--- src/rtl/vai_mmio_initiator_if.sv ---
// Bundle of the MMIO initiator's command, request, response and status signals.
// master = the initiator itself; slave = the user / responder environment around it.
interface vai_mmio_initiator_if #(
   parameter int unsigned TAG_W = 8
);
   logic             cmd_valid;
   logic             cmd_ready;
   logic             cmd_write;
   logic [15:0]      cmd_addr;
   logic [63:0]      cmd_data;
   logic [TAG_W-1:0] cmd_tag;

   logic             mmio_rd_valid;
   logic             mmio_wr_valid;
   logic [15:0]      mmio_addr;
   logic [8:0]       mmio_tid;
   logic [63:0]      mmio_data;

   logic             c2_rsp_valid;
   logic [8:0]       c2_rsp_tid;
   logic [63:0]      c2_rsp_data;

   logic             rsp_valid;
   logic [TAG_W-1:0] rsp_tag;
   logic [63:0]      rsp_data;
   logic             rsp_timeout;

   logic             busy;
   logic             err_stray;

   modport master (
      input  cmd_valid, cmd_write, cmd_addr, cmd_data, cmd_tag,
      input  c2_rsp_valid, c2_rsp_tid, c2_rsp_data,
      output cmd_ready,
      output mmio_rd_valid, mmio_wr_valid, mmio_addr, mmio_tid, mmio_data,
      output rsp_valid, rsp_tag, rsp_data, rsp_timeout,
      output busy, err_stray
   );

   modport slave (
      output cmd_valid, cmd_write, cmd_addr, cmd_data, cmd_tag,
      output c2_rsp_valid, c2_rsp_tid, c2_rsp_data,
      input  cmd_ready,
      input  mmio_rd_valid, mmio_wr_valid, mmio_addr, mmio_tid, mmio_data,
      input  rsp_valid, rsp_tag, rsp_data, rsp_timeout,
      input  busy, err_stray
   );
endinterface

--- src/rtl/vai_mmio_initiator.sv ---
// CCI-P MMIO requester: issues reads/writes to a responder, tracks reads in tid-indexed slots,
// restores the user tag on completion and synthesises an all-ones response on timeout.
module vai_mmio_initiator #(
   parameter int unsigned MAX_OUTSTANDING = 4,
   parameter int unsigned TAG_W           = 8,
   parameter int unsigned TIMEOUT         = 1024
) (
   input logic                  clk,
   input logic                  reset,
   vai_mmio_initiator_if.master bus
);
   localparam int unsigned IDX_W = $clog2(MAX_OUTSTANDING);
   localparam int unsigned TMR_W = $clog2(TIMEOUT + 1);

   typedef enum logic {
      SLOT_FREE    = 1'b0,
      SLOT_PENDING = 1'b1
   } slot_state_t;

   slot_state_t      slot_state [MAX_OUTSTANDING];
   logic [TMR_W-1:0] slot_timer [MAX_OUTSTANDING];
   logic [TAG_W-1:0] slot_tag   [MAX_OUTSTANDING];

   logic                       any_free;
   logic [IDX_W-1:0]           alloc_idx;
   logic                       any_expired;
   logic [IDX_W-1:0]           to_idx;
   logic                       cmd_ready;
   logic                       cmd_accept;
   logic                       rd_alloc;
   logic [IDX_W-1:0]           rsp_idx;
   logic                       rsp_in_range;
   logic                       rsp_hit;
   logic                       rsp_stray;
   logic                       to_fire;
   logic                       done_valid;
   logic [IDX_W-1:0]           done_idx;
   logic [MAX_OUTSTANDING-1:0] pend_next;

   always_comb begin
      any_free    = 1'b0;
      alloc_idx   = '0;
      any_expired = 1'b0;
      to_idx      = '0;
      for (int unsigned i = 0; i < MAX_OUTSTANDING; i++) begin
         if (slot_state[i] == SLOT_FREE && !any_free) begin
            any_free  = 1'b1;
            alloc_idx = IDX_W'(i);
         end
         if (slot_state[i] == SLOT_PENDING && slot_timer[i] == TMR_W'(TIMEOUT) && !any_expired) begin
            any_expired = 1'b1;
            to_idx      = IDX_W'(i);
         end
      end

      cmd_ready  = !reset && (bus.cmd_write || any_free);
      cmd_accept = bus.cmd_valid && cmd_ready;
      rd_alloc   = cmd_accept && !bus.cmd_write;

      rsp_idx      = bus.c2_rsp_tid[IDX_W-1:0];
      rsp_in_range = bus.c2_rsp_tid < 9'(MAX_OUTSTANDING);
      rsp_hit      = bus.c2_rsp_valid && rsp_in_range && slot_state[rsp_idx] == SLOT_PENDING;
      rsp_stray    = bus.c2_rsp_valid && !rsp_hit;

      // A real response always wins; an expired slot simply waits another cycle.
      to_fire    = !rsp_hit && any_expired;
      done_valid = rsp_hit || to_fire;
      done_idx   = rsp_hit ? rsp_idx : to_idx;

      pend_next = '0;
      for (int unsigned i = 0; i < MAX_OUTSTANDING; i++) begin
         pend_next[i] = (slot_state[i] == SLOT_PENDING && !(done_valid && done_idx == IDX_W'(i)))
                      || (rd_alloc && alloc_idx == IDX_W'(i));
      end
   end

   assign bus.cmd_ready = cmd_ready;

   always_ff @(posedge clk) begin
      if (reset) begin
         bus.mmio_rd_valid <= 1'b0;
         bus.mmio_wr_valid <= 1'b0;
         bus.mmio_addr     <= '0;
         bus.mmio_tid      <= '0;
         bus.mmio_data     <= '0;
         bus.rsp_valid     <= 1'b0;
         bus.rsp_tag       <= '0;
         bus.rsp_data      <= '0;
         bus.rsp_timeout   <= 1'b0;
         bus.busy          <= 1'b0;
         bus.err_stray     <= 1'b0;
         for (int unsigned i = 0; i < MAX_OUTSTANDING; i++) begin
            slot_state[i] <= SLOT_FREE;
            slot_timer[i] <= '0;
            slot_tag[i]   <= '0;
         end
      end else begin
         bus.mmio_rd_valid <= rd_alloc;
         bus.mmio_wr_valid <= cmd_accept && bus.cmd_write;
         if (cmd_accept) begin
            bus.mmio_addr <= bus.cmd_addr & 16'hFFFE;
            bus.mmio_tid  <= bus.cmd_write ? 9'd0 : 9'(alloc_idx);
            bus.mmio_data <= bus.cmd_write ? bus.cmd_data : 64'd0;
         end

         bus.rsp_valid   <= done_valid;
         bus.rsp_timeout <= to_fire;
         if (done_valid) begin
            bus.rsp_tag  <= slot_tag[done_idx];
            bus.rsp_data <= rsp_hit ? bus.c2_rsp_data : '1;
         end

         if (rsp_stray)
            bus.err_stray <= 1'b1;
         bus.busy <= |pend_next;

         for (int unsigned i = 0; i < MAX_OUTSTANDING; i++) begin
            slot_state[i] <= pend_next[i] ? SLOT_PENDING : SLOT_FREE;
            if (rd_alloc && alloc_idx == IDX_W'(i)) begin
               slot_timer[i] <= '0;
               slot_tag[i]   <= bus.cmd_tag;
            end else if (!pend_next[i]) begin
               slot_timer[i] <= '0;
            end else if (slot_timer[i] != TMR_W'(TIMEOUT)) begin
               slot_timer[i] <= slot_timer[i] + 1'b1;
            end
         end
      end
   end
endmodule

--- src/flat_wrapper.sv ---
// flat-port wrapper written by rule: the top's interface ports become plain ports
module vai_mmio_initiator_flat 
#(
   parameter int unsigned MAX_OUTSTANDING = 4,
   parameter int unsigned TAG_W           = 8,
   parameter int unsigned TIMEOUT         = 1024
)
  (clk, reset, bus_cmd_valid, bus_cmd_write, bus_cmd_addr, bus_cmd_data, bus_cmd_tag, bus_c2_rsp_valid, bus_c2_rsp_tid, bus_c2_rsp_data, bus_cmd_ready, bus_mmio_rd_valid, bus_mmio_wr_valid, bus_mmio_addr, bus_mmio_tid, bus_mmio_data, bus_rsp_valid, bus_rsp_tag, bus_rsp_data, bus_rsp_timeout, bus_busy, bus_err_stray);
  vai_mmio_initiator_if #(.TAG_W(TAG_W)) bus_i ();
  input logic clk;
  input logic reset;
  input wire logic [$bits(bus_i.cmd_valid)-1:0] bus_cmd_valid;
  input wire logic [$bits(bus_i.cmd_write)-1:0] bus_cmd_write;
  input wire logic [$bits(bus_i.cmd_addr)-1:0] bus_cmd_addr;
  input wire logic [$bits(bus_i.cmd_data)-1:0] bus_cmd_data;
  input wire logic [$bits(bus_i.cmd_tag)-1:0] bus_cmd_tag;
  input wire logic [$bits(bus_i.c2_rsp_valid)-1:0] bus_c2_rsp_valid;
  input wire logic [$bits(bus_i.c2_rsp_tid)-1:0] bus_c2_rsp_tid;
  input wire logic [$bits(bus_i.c2_rsp_data)-1:0] bus_c2_rsp_data;
  output wire logic [$bits(bus_i.cmd_ready)-1:0] bus_cmd_ready;
  output wire logic [$bits(bus_i.mmio_rd_valid)-1:0] bus_mmio_rd_valid;
  output wire logic [$bits(bus_i.mmio_wr_valid)-1:0] bus_mmio_wr_valid;
  output wire logic [$bits(bus_i.mmio_addr)-1:0] bus_mmio_addr;
  output wire logic [$bits(bus_i.mmio_tid)-1:0] bus_mmio_tid;
  output wire logic [$bits(bus_i.mmio_data)-1:0] bus_mmio_data;
  output wire logic [$bits(bus_i.rsp_valid)-1:0] bus_rsp_valid;
  output wire logic [$bits(bus_i.rsp_tag)-1:0] bus_rsp_tag;
  output wire logic [$bits(bus_i.rsp_data)-1:0] bus_rsp_data;
  output wire logic [$bits(bus_i.rsp_timeout)-1:0] bus_rsp_timeout;
  output wire logic [$bits(bus_i.busy)-1:0] bus_busy;
  output wire logic [$bits(bus_i.err_stray)-1:0] bus_err_stray;
  assign bus_i.cmd_valid = bus_cmd_valid;
  assign bus_i.cmd_write = bus_cmd_write;
  assign bus_i.cmd_addr = bus_cmd_addr;
  assign bus_i.cmd_data = bus_cmd_data;
  assign bus_i.cmd_tag = bus_cmd_tag;
  assign bus_i.c2_rsp_valid = bus_c2_rsp_valid;
  assign bus_i.c2_rsp_tid = bus_c2_rsp_tid;
  assign bus_i.c2_rsp_data = bus_c2_rsp_data;
  assign bus_cmd_ready = bus_i.cmd_ready;
  assign bus_mmio_rd_valid = bus_i.mmio_rd_valid;
  assign bus_mmio_wr_valid = bus_i.mmio_wr_valid;
  assign bus_mmio_addr = bus_i.mmio_addr;
  assign bus_mmio_tid = bus_i.mmio_tid;
  assign bus_mmio_data = bus_i.mmio_data;
  assign bus_rsp_valid = bus_i.rsp_valid;
  assign bus_rsp_tag = bus_i.rsp_tag;
  assign bus_rsp_data = bus_i.rsp_data;
  assign bus_rsp_timeout = bus_i.rsp_timeout;
  assign bus_busy = bus_i.busy;
  assign bus_err_stray = bus_i.err_stray;
  vai_mmio_initiator #(.MAX_OUTSTANDING(MAX_OUTSTANDING), .TAG_W(TAG_W), .TIMEOUT(TIMEOUT)) u_core (.clk(clk), .reset(reset), .bus(bus_i));
endmodule
--- config.mk ---
export PLATFORM = sky130hd
export DESIGN_NAME = vai_mmio_initiator_flat
export DESIGN_NICKNAME = d
export VERILOG_FILES = /design/src/rtl/vai_mmio_initiator_if.sv /design/src/rtl/vai_mmio_initiator.sv /design/src/flat_wrapper.sv
export SDC_FILE = /design/constraint.sdc
export NUM_CORES = 1
export LEC_CHECK = 0
export CAP_MARGIN = 20
export CORE_MARGIN = 1
export CORE_UTILIZATION = 45
export CTS_BUF_LIST = sky130_fd_sc_hd__clkbuf_4 sky130_fd_sc_hd__clkbuf_8 sky130_fd_sc_hd__clkbuf_16
export DETAILED_ROUTE_END_ITERATION = 6
export PLACE_DENSITY = 0.91
export SLEW_MARGIN = 5
export SYNTH_ARGS = -nofsm -noshare
export SYNTH_HDL_FRONTEND = slang
export SYNTH_SLANG_ARGS = --single-unit
--- constraint.sdc ---
create_clock -name clk -period 4.21 [get_ports clk]
set_clock_uncertainty 0.1 [all_clocks]
set_input_delay 0.842 -clock clk [delete_from_list [all_inputs] [get_ports clk]]
set_output_delay 0.842 -clock clk [all_outputs]
set_load 0.03 [all_outputs]
==> results.json <==
{
  "outcome": "complete, no violations",
  "rsz0062_at_grt": "false",
  "grt_pass1_wl_um": 43700,
  "netlist_instances": 926,
  "synth-edff-count": 76,
  "nNetsFinal": 1401,
  "required_ns": 3.27,
  "hpwl_um": 19470,
  "diodes": 0,
  "cp-start-kind": "primary input",
  "vias": 8314,
  "firstDrtPassIters": 5,
  "setup_tns_ns": 0,
  "holdCritStartpoint": "u_core.bus.mmio_addr[8]$_SDFFE_PP0P_",
  "routed_wl_um": 28320,
  "crit_path_end_kind": "output port",
  "ys_async_sr_fraction_pct": 0,
  "syn_to_final_growth_pct": 44.79,
  "cts_buffer_depth": 3,
  "seq_area_mm2": 0.005545,
  "fin_crit_sh_pct": 85.76,
  "yosysSeqAreaShare_pct": 58.28,
  "ys.flop_type": "dfxtp_1",
  "synth.distinct_cells": 49,
  "dp_slack_ns": 0.3281,
  "synth_xor_area_share_pct": 3.314,
  "clock_latency_ns": 0.51,
  "n_fill_cell": 1510,
  "crit_type": "primary input to output port",
  "core_mm2": 0.02049,
  "cts_root_buffer": "clkbuf_16",
  "io_pins": 334,
  "hold_path.class": "register to register",
  "drv_slew": 0,
  "final_common_cell": "clkdlybuf4s50_1",
  "stdcell_count": 1515,
  "synth_top_family_by_area": "simple AND/OR/NAND/NOR gates",
  "cts_tree": "done",
  "die-area_mm2": 0.02173,
  "hold_viol": 0,
  "hold_ws_ns": 0.3572,
  "total_power_mw": 5.074,
  "route.detailed.drc": 0,
  "initial_utilization_pct": 46.43,
  "p_per_area_mw_per_mm2": 368.3,
  "drtIter0Drc": 481,
  "r2r-end": "u_core.slot_timer[2][5]$_SDFFCE_PN0P_",
  "grt_pass1_vias": 8262,
  "worstMarginPinSlew_ns": 0.7738,
  "critPathArrivalTime_ns": 2.67,
  "via_per_inst": 5.488,
  "layout-drive-gt1-share_pct": 6.024,
  "maxSlewHeadroom_pct": 48.41,
  "timing.final.ws_setup_ns": 0.5997,
  "die_h_um": 147.4,
  "rr_worst_depth": 8,
  "cts_hold_buf": 0,
  "ys_warn_count": 0,
  "portBuffers": 324,
  "wl_per_cell_um": 18.69,
  "cts_buffers": 25,
  "cellLeakagePower_nw": 5.262,
  "synth_compound_area_share_pct": 9.849,
  "yosys-mux-area-fraction_pct": 1.920,
  "fin_util_pct": 67.22,
  "hold_end": "u_core.bus.mmio_addr[8]$_SDFFE_PP0P_",
  "dpl_cell_area_mm2": 0.01296,
  "postCtsSetupBuffers": 0,
  "path_clk_slew_ns": 0.06,
  "synthAdderAreaFrac_pct": 1.052,
  "cts_resized": 0,
  "placedCellCount": 1470,
  "overflow": 0,
  "multi_input_area_mm2": 0.003633,
  "reg2reg_from": "u_core.slot_timer[3][0]$_SDFFCE_PN0P_",
  "synth_area_mm2": 0.009515,
  "ff2ff_setup_slack_ns": 0.88,
  "htree_levels": 1,
  "die_x_um": 147.4,
  "max_freq_mhz": 277.0,
  "final_cell_mix": "clkdlybuf4s50_1, dfxtp_1, nor3_1",
  "maxCapViolations": 0,
  "synthSimpleGateAreaFrac_pct": 21.38,
  "fin_area_mm2": 0.01378,
  "antenna_left": 0,
  "grt_usage_pct": 25.45,
  "critPathMaxFanout": 6,
  "setup_viol": 0,
  "syn_area_per_cell_um2": 10.28,
  "antenna_found_initial": 0,
  "ys_ff_latch": 239,
  "num_rows": 52,
  "cts_sinks": 239,
  "gp_congestion": 0.8221,
  "min_delay_path_depth": 2,
  "finalCriticalPeriod_ns": 3.610,
  "max-vdd-ir-drop_mv": 0.2546,
  "grt_max_degree": 68
}
-- kinds of logic after synthesis --
logic type,after synthesis
other cells,1
xor+xnor,36
compound gates,118
buf+inv,90
mux,17
fa+ha+maj,8
flops,239
simple gates,417
-- worst max path at each step --
stage / cells past startpoint / endpoint / slack (ns) / from
2_1_floorplan: 6 / u_core.slot_timer[2][0]$_SDFFCE_PN0P_ / 1.11 / bus_c2_rsp_tid[0]
3_3_place_gp: 7 / u_core.slot_timer[2][2]$_SDFFCE_PN0P_ / 0.39 / bus_c2_rsp_tid[0]
3_5_place_dp: 7 / u_core.slot_timer[2][3]$_SDFFCE_PN0P_ / 0.33 / bus_c2_rsp_tid[0]
4_1_cts: 4 / bus_cmd_ready / 0.63 / bus_cmd_write
5_1_grt: 4 / bus_cmd_ready / 0.51 / bus_cmd_write
6_report: 4 / bus_cmd_ready / 0.60 / bus_cmd_write
-- layer usage --
metal / vias up / GRT usage [%] / routed length (µm)
met5: - / 0 / 0
met1: 3929 / 30.40 / 10780
met3: 76 / 5.864 / 2407
met4: 0 / 11.08 / 1181
li1: 3900 / - / -
met2: 409 / 43.82 / 13950
-- critical path, stage by stage --
cell and delay, ns:
clkdlybuf4s50_1 0.59, inv_1 0.20, a21oi_1 0.30, clkdlybuf4s50_1 0.73
-- registers in the layout, summed over array words and instances, names as in the netlist --
register and count:
u_core.bus.rsp_timeout 1, u_core.slot_tag 32, u_core.bus.rsp_valid 1, u_core.bus.rsp_data 64, u_core.bus.mmio_rd_valid 1, u_core.bus.busy 1, u_core.bus.mmio_tid 2, u_core.slot_timer 44
u_core.bus.err_stray 1, u_core.bus.rsp_tag 8, u_core.slot_state 4, u_core.bus.mmio_wr_valid 1, u_core.bus.mmio_addr 15, u_core.bus.mmio_data 64
-- layout make-up --
type,instances,share of cell area (%)
clock inverter,4,0.1544
clock buffer,41,5.776
sequential,239,40.25
inverter,18,0.4904
multi-input combinational,604,26.37
timing repair buffer,339,24.50
tap,270,2.452
-- cell usage after synthesis (2+ instances only) --
cell	count	share of area, %
xor2_1	23	2.1
o2111ai_1	3	0.28
nand4_1	6	0.39
o31a_1	2	0.18
nor2b_1	2	0.13
nor4b_1	4	0.37
or4_4	2	0.24
a21oi_1	10	0.53
or3_1	4	0.26
o21ai_0	18	0.95
dfxtp_1	163	34
nor3_1	133	7.0
nor4_1	7	0.46
a22o_1	63	5.8
and3_1	31	2.0
buf_2	10	0.53
or2_2	2	0.13
and4_1	5	0.46
nand2_1	44	1.7
o31ai_1	3	0.24
a21o_1	2	0.16
and2_1	18	1.2
a211oi_1	2	0.16
nand3_1	33	1.7
ha_1	8	1.1
clkbuf_1	50	2.0
buf_4	10	0.79
mux2i_1	16	1.7
xnor2_1	13	1.2
inv_1	18	0.71
o221ai_1	8	0.74
edfxtp_1	76	24
nor2_1	121	4.8
-- where the power goes --
| part | switching [mW] | internal [mW] |
|---|---|---|
| Sequential | 0.0303 | 2.42 |
| Clock | 0.867 | 1.29 |
| Combinational | 0.225 | 0.241 |
| Total | 1.12 | 3.95 |
Power figures use the tool's default switching activity.
